==> src/rtl/flash_prog.sv <==
// SPI (mode 0) serial-flash programmer: WREN, page program or 4 KB sector
// erase, then status polling until WIP clears.
module flash_prog #(
    parameter int SCK_HALF = 2,
    parameter int CS_GAP   = 8
) (
    input  logic        clk,
    input  logic        rst,
    input  logic        start,
    input  logic        op,
    input  logic [23:0] addr,
    input  logic [8:0]  len,
    input  logic [7:0]  din,
    input  logic        din_valid,
    output logic        din_ready,
    output logic        busy,
    output logic        done,
    output logic        error,
    output logic        flash_cs_n,
    output logic        flash_sck,
    output logic        flash_si,
    input  logic        flash_so,
    output logic [3:0]  state_dbg
);
    localparam logic [3:0] IDLE   = 4'd0;
    localparam logic [3:0] CHECK  = 4'd1;
    localparam logic [3:0] WREN   = 4'd2;
    localparam logic [3:0] GAP1   = 4'd3;
    localparam logic [3:0] CMD    = 4'd4;
    localparam logic [3:0] DATA   = 4'd5;
    localparam logic [3:0] GAP2   = 4'd6;
    localparam logic [3:0] POLL   = 4'd7;
    localparam logic [3:0] GAP3   = 4'd8;
    localparam logic [3:0] FINISH = 4'd9;

    localparam logic [7:0] HALF_LAST = 8'(SCK_HALF - 1);
    localparam logic [7:0] GAP_LAST  = 8'(CS_GAP - 1);

    logic [3:0]  state;
    logic        op_r, err_r;
    logic [23:0] addr_r;
    logic [8:0]  len_r, cnt;
    logic [2:0]  idx;
    logic [7:0]  hi_cnt;
    logic [7:0]  sh, hcnt;
    logic [3:0]  bits;
    logic        sh_busy, so_bit;
    logic        bad, gap_ok, ld;
    logic [7:0]  ld_val;

    assign bad = !op_r && (len_r == 9'd0 || len_r > 9'd256 ||
                 ({2'b00, addr_r[7:0]} + {1'b0, len_r}) > 10'd256);
    // hi_cnt counts cycles cs_n has been high; every command start waits on it,
    // so the high time also holds across back-to-back operations and after reset.
    assign gap_ok = flash_cs_n && (hi_cnt >= GAP_LAST);

    assign busy      = (state != IDLE);
    assign done      = (state == FINISH);
    assign error     = done && err_r;
    assign state_dbg = state;

    // din handshake: a byte moves on a clk edge where din_valid && din_ready;
    // din_ready never depends on din_valid.
    always_comb begin
        ld        = 1'b0;
        ld_val    = 8'h00;
        din_ready = 1'b0;
        case (state)
            WREN: if (gap_ok) begin ld = 1'b1; ld_val = 8'h06; end
            GAP1: if (gap_ok) begin ld = 1'b1; ld_val = op_r ? 8'h20 : 8'h02; end
            CMD: if (!sh_busy) begin
                case (idx)
                    3'd1:    begin ld = 1'b1; ld_val = addr_r[23:16]; end
                    3'd2:    begin ld = 1'b1; ld_val = addr_r[15:8]; end
                    3'd3:    begin ld = 1'b1; ld_val = addr_r[7:0]; end
                    default: ld = 1'b0;
                endcase
            end
            DATA: begin
                din_ready = !sh_busy && (cnt != len_r);
                if (din_valid && din_ready) begin ld = 1'b1; ld_val = din; end
            end
            GAP2, GAP3: if (gap_ok) begin ld = 1'b1; ld_val = 8'h05; end
            POLL: if (!sh_busy && idx == 3'd1) begin ld = 1'b1; ld_val = 8'h00; end
            default: ld = 1'b0;
        endcase
    end

    // Byte shifter: si set on load and on falling edges, so sampled on rising edges.
    always_ff @(posedge clk) begin
        if (rst) begin
            sh <= 8'h00; bits <= 4'd0; hcnt <= 8'd0; sh_busy <= 1'b0;
            flash_sck <= 1'b0; flash_si <= 1'b0; so_bit <= 1'b0;
        end else if (ld) begin
            sh <= ld_val; flash_si <= ld_val[7]; bits <= 4'd8;
            hcnt <= 8'd0; sh_busy <= 1'b1; flash_sck <= 1'b0;
        end else if (sh_busy) begin
            if (hcnt == HALF_LAST) begin
                hcnt <= 8'd0;
                if (!flash_sck) begin
                    flash_sck <= 1'b1;
                    so_bit    <= flash_so;
                end else begin
                    flash_sck <= 1'b0;
                    sh        <= {sh[6:0], so_bit};
                    flash_si  <= sh[6];
                    bits      <= bits - 4'd1;
                    if (bits == 4'd1) sh_busy <= 1'b0;
                end
            end else begin
                hcnt <= hcnt + 8'd1;
            end
        end
    end

    always_ff @(posedge clk) begin
        if (rst) hi_cnt <= 8'd0;
        else if (!flash_cs_n) hi_cnt <= 8'd0;
        else if (hi_cnt != 8'hFF) hi_cnt <= hi_cnt + 8'd1;
    end

    always_ff @(posedge clk) begin
        if (rst) begin
            state <= IDLE; flash_cs_n <= 1'b1; op_r <= 1'b0; err_r <= 1'b0;
            addr_r <= 24'd0; len_r <= 9'd0; cnt <= 9'd0; idx <= 3'd0;
        end else begin
            case (state)
                IDLE: if (start) begin
                    op_r <= op; addr_r <= addr; len_r <= len;
                    err_r <= 1'b0; cnt <= 9'd0; state <= CHECK;
                end
                CHECK: begin
                    if (bad) begin err_r <= 1'b1; state <= FINISH; end
                    else state <= WREN;
                end
                WREN: begin
                    if (gap_ok) flash_cs_n <= 1'b0;
                    else if (!flash_cs_n && !sh_busy) begin
                        flash_cs_n <= 1'b1; state <= GAP1;
                    end
                end
                GAP1: if (gap_ok) begin
                    flash_cs_n <= 1'b0; idx <= 3'd1; state <= CMD;
                end
                CMD: if (!sh_busy) begin
                    if (idx != 3'd4) idx <= idx + 3'd1;
                    else if (op_r) begin flash_cs_n <= 1'b1; state <= GAP2; end
                    else begin cnt <= 9'd0; state <= DATA; end
                end
                DATA: begin
                    if (din_valid && din_ready) cnt <= cnt + 9'd1;
                    else if (!sh_busy && cnt == len_r) begin
                        flash_cs_n <= 1'b1; state <= GAP2;
                    end
                end
                GAP2, GAP3: if (gap_ok) begin
                    flash_cs_n <= 1'b0; idx <= 3'd1; state <= POLL;
                end
                POLL: if (!sh_busy) begin
                    if (idx == 3'd1) idx <= 3'd2;
                    else begin
                        flash_cs_n <= 1'b1;
                        state <= sh[0] ? GAP3 : FINISH;
                    end
                end
                FINISH: state <= IDLE;
                default: state <= IDLE;
            endcase
        end
    end
endmodule

==> config.mk <==
export PLATFORM = sky130hd
export DESIGN_NAME = flash_prog
export DESIGN_NICKNAME = d
export VERILOG_FILES = /design/src/rtl/flash_prog.sv
export SDC_FILE = /design/constraint.sdc
export NUM_CORES = 1
export LEC_CHECK = 0
export ABC_AREA = 1
export CORE_MARGIN = 1.5
export CORE_UTILIZATION = 41
export DETAILED_ROUTE_END_ITERATION = 8
export SYNTH_ARGS = -nofsm -noshare
export SYNTH_HDL_FRONTEND = slang
export SYNTH_SLANG_ARGS = --single-unit
==> constraint.sdc <==
create_clock -name clk -period 5.85 [get_ports clk]
set_input_delay 1.17 -clock clk [delete_from_list [all_inputs] [get_ports clk]]
set_output_delay 1.17 -clock clk [all_outputs]
set_load 0.02 [all_outputs]
Word level (Yosys, flattened, before mapping)
Index checks and enable logic that the tools add are counted.
{ "classes": {"div": 0, "bitwise": 3, "mul": 0, "shift": 0, "eq_ne": 37, "order_cmp": 3, "add_sub_neg": 6, "n_mux": 75, "n_reduce_logical": 40} }
{ "op_table": {"columns": ["cell", "n"], "rows": [
  ["4-bit 2-to-1 mux", 16],
  ["9-bit 2-to-1 mux", 5],
  ["8-bit one-hot mux with 5 select lines", 1],
  ["2-bit != test (second input constant)", 17],
  ["4-bit one-hot mux with 8 select lines", 1],
  ["1-bit 2-to-1 mux", 29],
  ["7-bit 2-to-1 mux", 4],
  ["9-bit one-hot mux with 3 select lines", 1],
  ["8-bit 2-to-1 mux", 3],
  ["8-bit one-hot mux with 3 select lines", 1],
  ["3-bit 2-to-1 mux", 7],
  ["8-bit by 1-bit adder with 8-bit output (second input constant)", 2],
  ["4-bit by 3-bit equality test with 1-bit output (second input constant)", 4],
  ["6-bit 2-to-1 mux", 2],
  ["6-bit AND reduction", 2],
  ["11-bit AND reduction", 1],
  ["8-bit by 9-bit adder with 10-bit output", 1],
  ["10-bit by 9-bit > comparator with 1-bit output (second input constant)", 1],
  ["10-bit AND reduction", 1],
  ["9-bit by 1-bit adder with 9-bit output (second input constant)", 1],
  ["9-bit equality test", 1],
  ["9-bit > comparator (second input constant)", 1],
  ["1-bit logical AND", 9],
  ["9-bit zero test", 1],
  ["other kinds (32)", 52]
]} }
{ "totals": {"wordCells": 181, "ram_bits": 0, "romBits": 0, "memories": 0, "regBits": 83, "output_inout_bits": 11, "latch_bits": 0, "in_bits": 47} }

Logic depth before layout (Yosys ltp)
{ "depth": {"depth_word": 7, "mapped_depth": 18, "ltp_nobuf": 18} }

Worst setup path before layout
No wires, ideal clock.
{ "synth_path": {"path_type": "flip-flop to output port", "startpoint": "reg state[0], in the netlist state_dbg[0]", "endpoint": "out error", "path_stages_with_launch": 5, "setup_slack_ns": 3.378, "required_time_ns": 4.680, "n_path_buf": 0, "t_arrival_ns": 1.302, "cell_sequence": "dfxtp_1 -> inv_1 -> nor2_1 -> inv_1 -> nor3b_1"} }
{ "synth_between": {"elab_chain_cells": 2} }
{ "synth_lines": {"columns": ["item", "line", "text"], "rows": [
  ["start, declared", "39", "logic [3:0] state;"],
  ["start signal, assigned", "163", "state <= sh[0] ? GAP3 : FINISH;"],
  ["4-bit equality test", "58", "assign done = (state == FINISH);"],
  ["1-bit logical AND", "59", "assign error = done && err_r;"],
  ["end, declared", "18", "output logic error,"]
]} }
No other way between the ends.

Worst setup path after layout
{ "layout_path": {"startpoint": "reg len_r[1]", "endpoint": "out din_ready"} }
{ "layout_between": {"elab_chain_cells": 3} }
{ "layout_lines": {"columns": ["item", "line", "text"], "rows": [
  ["start, declared", "42", "logic [8:0] len_r, cnt;"],
  ["start signal, assigned", "129", "op_r <= op; addr_r <= addr; len_r <= len;"],
  ["9-bit != test", "80", "din_ready = !sh_busy && (cnt != len_r);"],
  ["1-bit logical AND", "80", null],
  ["1-bit 2-to-1 mux", "68", "case (state)"],
  ["end, declared", "15", "output logic din_ready,"]
]} }
No other way between the ends.

==> flow_summary.json <==
{
  "status": "complete, no violations",
  "place_area_sq_mm": 0.00546,
  "synth_ff_type": "dfxtp_1",
  "root_buffer": "clkbuf_16",
  "synth_top_family_by_area": "simple AND/OR/NAND/NOR gates",
  "cts.path.max_buffers": 2,
  "slew_headroom": 0.289,
  "p_leak_nw": 2.47,
  "cp_max_fo": 4,
  "muxShareOfSynthArea": 0,
  "drc": 0,
  "drive_above_1_share": 0.0659,
  "synth.distinct_cells": 43,
  "drv_cap": 0,
  "viasPerCell": 5.03,
  "ant_nets": 0,
  "postCtsHoldBufs": 0,
  "synth-compound-area-share": 0.186,
  "area_growth_pct": 20.7,
  "rr_endpoint": "flash_sck$_SDFFE_PP0P_",
  "most-common-layout-cells": "nand2_1 (128), inv_1 (117), dfxtp_1 (83)",
  "floorplan.rows": 39,
  "initial_core_util": 0.420,
  "crit_required_ps": 4680,
  "yosys_warnings": 0,
  "clk_pin_slew_ps": 60,
  "min_from": "addr_r[10]$_SDFFE_PP0P_",
  "synth-xor-area-share": 0.0310,
  "dpl_worst_slack_ps": 2420,
  "tightest_slew_ps": 1070,
  "setup_viol": 0,
  "holdPathEnd": "addr_r[10]$_SDFFE_PP0P_",
  "post_cts_buffers": 0,
  "cp-startpoint": "len_r[1]$_SDFFE_PP0P_",
  "max_clock_freq_ghz": 0.308,
  "whs_path_depth": 2,
  "yosys_register_bits": 83,
  "r2r-start": "idx[0]$_SDFFE_PP0P_",
  "dieArea_sq_mm": 0.0124,
  "seq_area_frac_synth": 0.346,
  "grt_usage": 0.200,
  "antenna_found_initial": 0,
  "finClkSkew_ps": 5.71,
  "crit_type": "reg -> out",
  "vdd_drop_max_mv": 0.178,
  "nets": 821,
  "grt_pass1_wl_um": 20100,
  "ctsResizeCount": 0,
  "reg2reg_setup_slack_ps": 3230,
  "yosys.area_share.adder": 0.0537,
  "post-route-min-period_ps": 3250,
  "core_sq_mm": 0.0114,
  "finalSetupTns_ps": 0,
  "rsz0062_at_grt": "no",
  "numPortBuffers": 57,
  "grt_max_degree": 69,
  "vias": 4535,
  "insertedDiodeCount": 0,
  "syn_area_sq_mm": 0.00480,
  "firstDrtPassIters": 5,
  "power_mw": 2.43,
  "overflow": 0,
  "synth-edff-count": 0,
  "placed_cells": 886,
  "stdcell_count": 902,
  "synth_cells": 704,
  "final_common_cell": "nand2_1",
  "hold_path.class": "reg -> reg",
  "hold_viol_final": 0,
  "hpwlAfterDp_um": 9100,
  "fin_crit_sh": 0.556,
  "synth-simple-area-share": 0.267,
  "end_kind": "primary output",
  "worst_slack_ps": 2600,
  "htree_levels": 3,
  "p_per_area_mw_per_mm2": 420,
  "gp_congestion": 0.884,
  "routedWlPerCell_um": 13.3,
  "die_width_um": 111,
  "synthArstFlopShare": 0,
  "fp.dieH_um": 111,
  "drt_iter0_drc": 242,
  "syn-num-nets": 771,
  "stdcell_area_sq_mm": 0.00579,
  "io_pins": 58,
  "final_max_slew_viol_count": 0,
  "r2r_cells": 10,
  "insertion_delay_ps": 340,
  "first_global_vias": 4356,
  "cts_buffers": 9,
  "cts_tree": "yes",
  "routed_wirelength_um": 12000,
  "worstSetupStartpointType": "register",
  "syn_area_per_cell_sq_um": 6.81,
  "clkSinkCount": 83,
  "crit_arrival_ps": 2080
}
cells by family after synthesis:
group                    Yosys count
adder cells (fa/ha/maj)           20
buffers and inverters            139
XOR/XNOR                          17
flip-flops                        83
AND/OR/NAND/NOR                  283
AO/OA/AOI/OAI                    162
cell usage after synthesis, drive strengths merged, types with 9 or more instances:
master | n | share of area
xor2 | 16 | 0.029
nand2 | 135 | 0.11
o22ai | 9 | 0.012
nor3 | 15 | 0.016
o21ai | 65 | 0.069
a21oi | 72 | 0.080
nand4 | 20 | 0.029
ha | 19 | 0.050
nand3 | 26 | 0.028
inv | 119 | 0.093
dfxtp | 83 | 0.35
nor2 | 76 | 0.066
clkbuf | 14 | 0.011
sequential cells by signal, indices dropped and copies added (netlist names):
register    flops
addr_r         24
bits            4
cnt             9
err_r           1
flash_cs_n      1
flash_sck       1
flash_si        1
hcnt            8
hi_cnt          8
idx             3
len_r           9
op_r            1
sh              7
sh_busy         1
so_bit          1
state_dbg       4
critical path, stage by stage (launching register included):
cell	delay, ps
dfxtp_1	380
inv_1	140
nand2_1	80
nand4_1	90
nor4_1	180
nand2_1	170
nand2_1	90
nor2_1	50
clkdlybuf4s50_1	550
area by class of cell:
cell class,count,area (sq um)
Multi-Input combinational cell,482,2590
Sequential cell,83,1660
Inverter,120,455
Fill cell,1124,5630
Tap cell,143,179
Clock buffer,11,253
Timing Repair Buffer,58,578
Clock inverter,5,75.1
through the flow:
stage | hold WS, ps | utilization
floorplan | 424 | -
global placement | 433 | 0.478
detailed placement | 437 | 0.478
CTS | 446 | 0.507
global route | 468 | 0.507
finish | 446 | 0.507
worst max path at each step:
| stage | slack, ps | end |
|---|---|---|
| final | 2600 | din_ready |
| after global routing | 2330 | din_ready |
| after CTS | 2530 | din_ready |
| after detailed placement | 2420 | cnt[1]$_SDFFE_PP0P_ |
| after global placement | 2480 | cnt[1]$_SDFFE_PP0P_ |
| after floorplan | 3380 | error |
power breakdown:
group	internal (mW)	leakage, nW	switching [mW]
Sequential	0.699	0.678	0.107
Clock	0.395	0.165	0.225
Combinational	0.357	1.62	0.648
Total	1.45	2.47	0.981
routing by layer:
| layer | GRT usage | wire length, um | vias up | share of wire |
|---|---|---|---|---|
| met5 | 0 | 0 | - | 0 |
| met3 | 0.0372 | 413 | 17 | 0.035 |
| met4 | 0.0827 | 236 | 0 | 0.020 |
| met2 | 0.335 | 5640 | 74 | 0.47 |
| li1 | - | - | 2399 | - |
| met1 | 0.252 | 5680 | 2045 | 0.47 |
(Power assumes the default switching activity.)
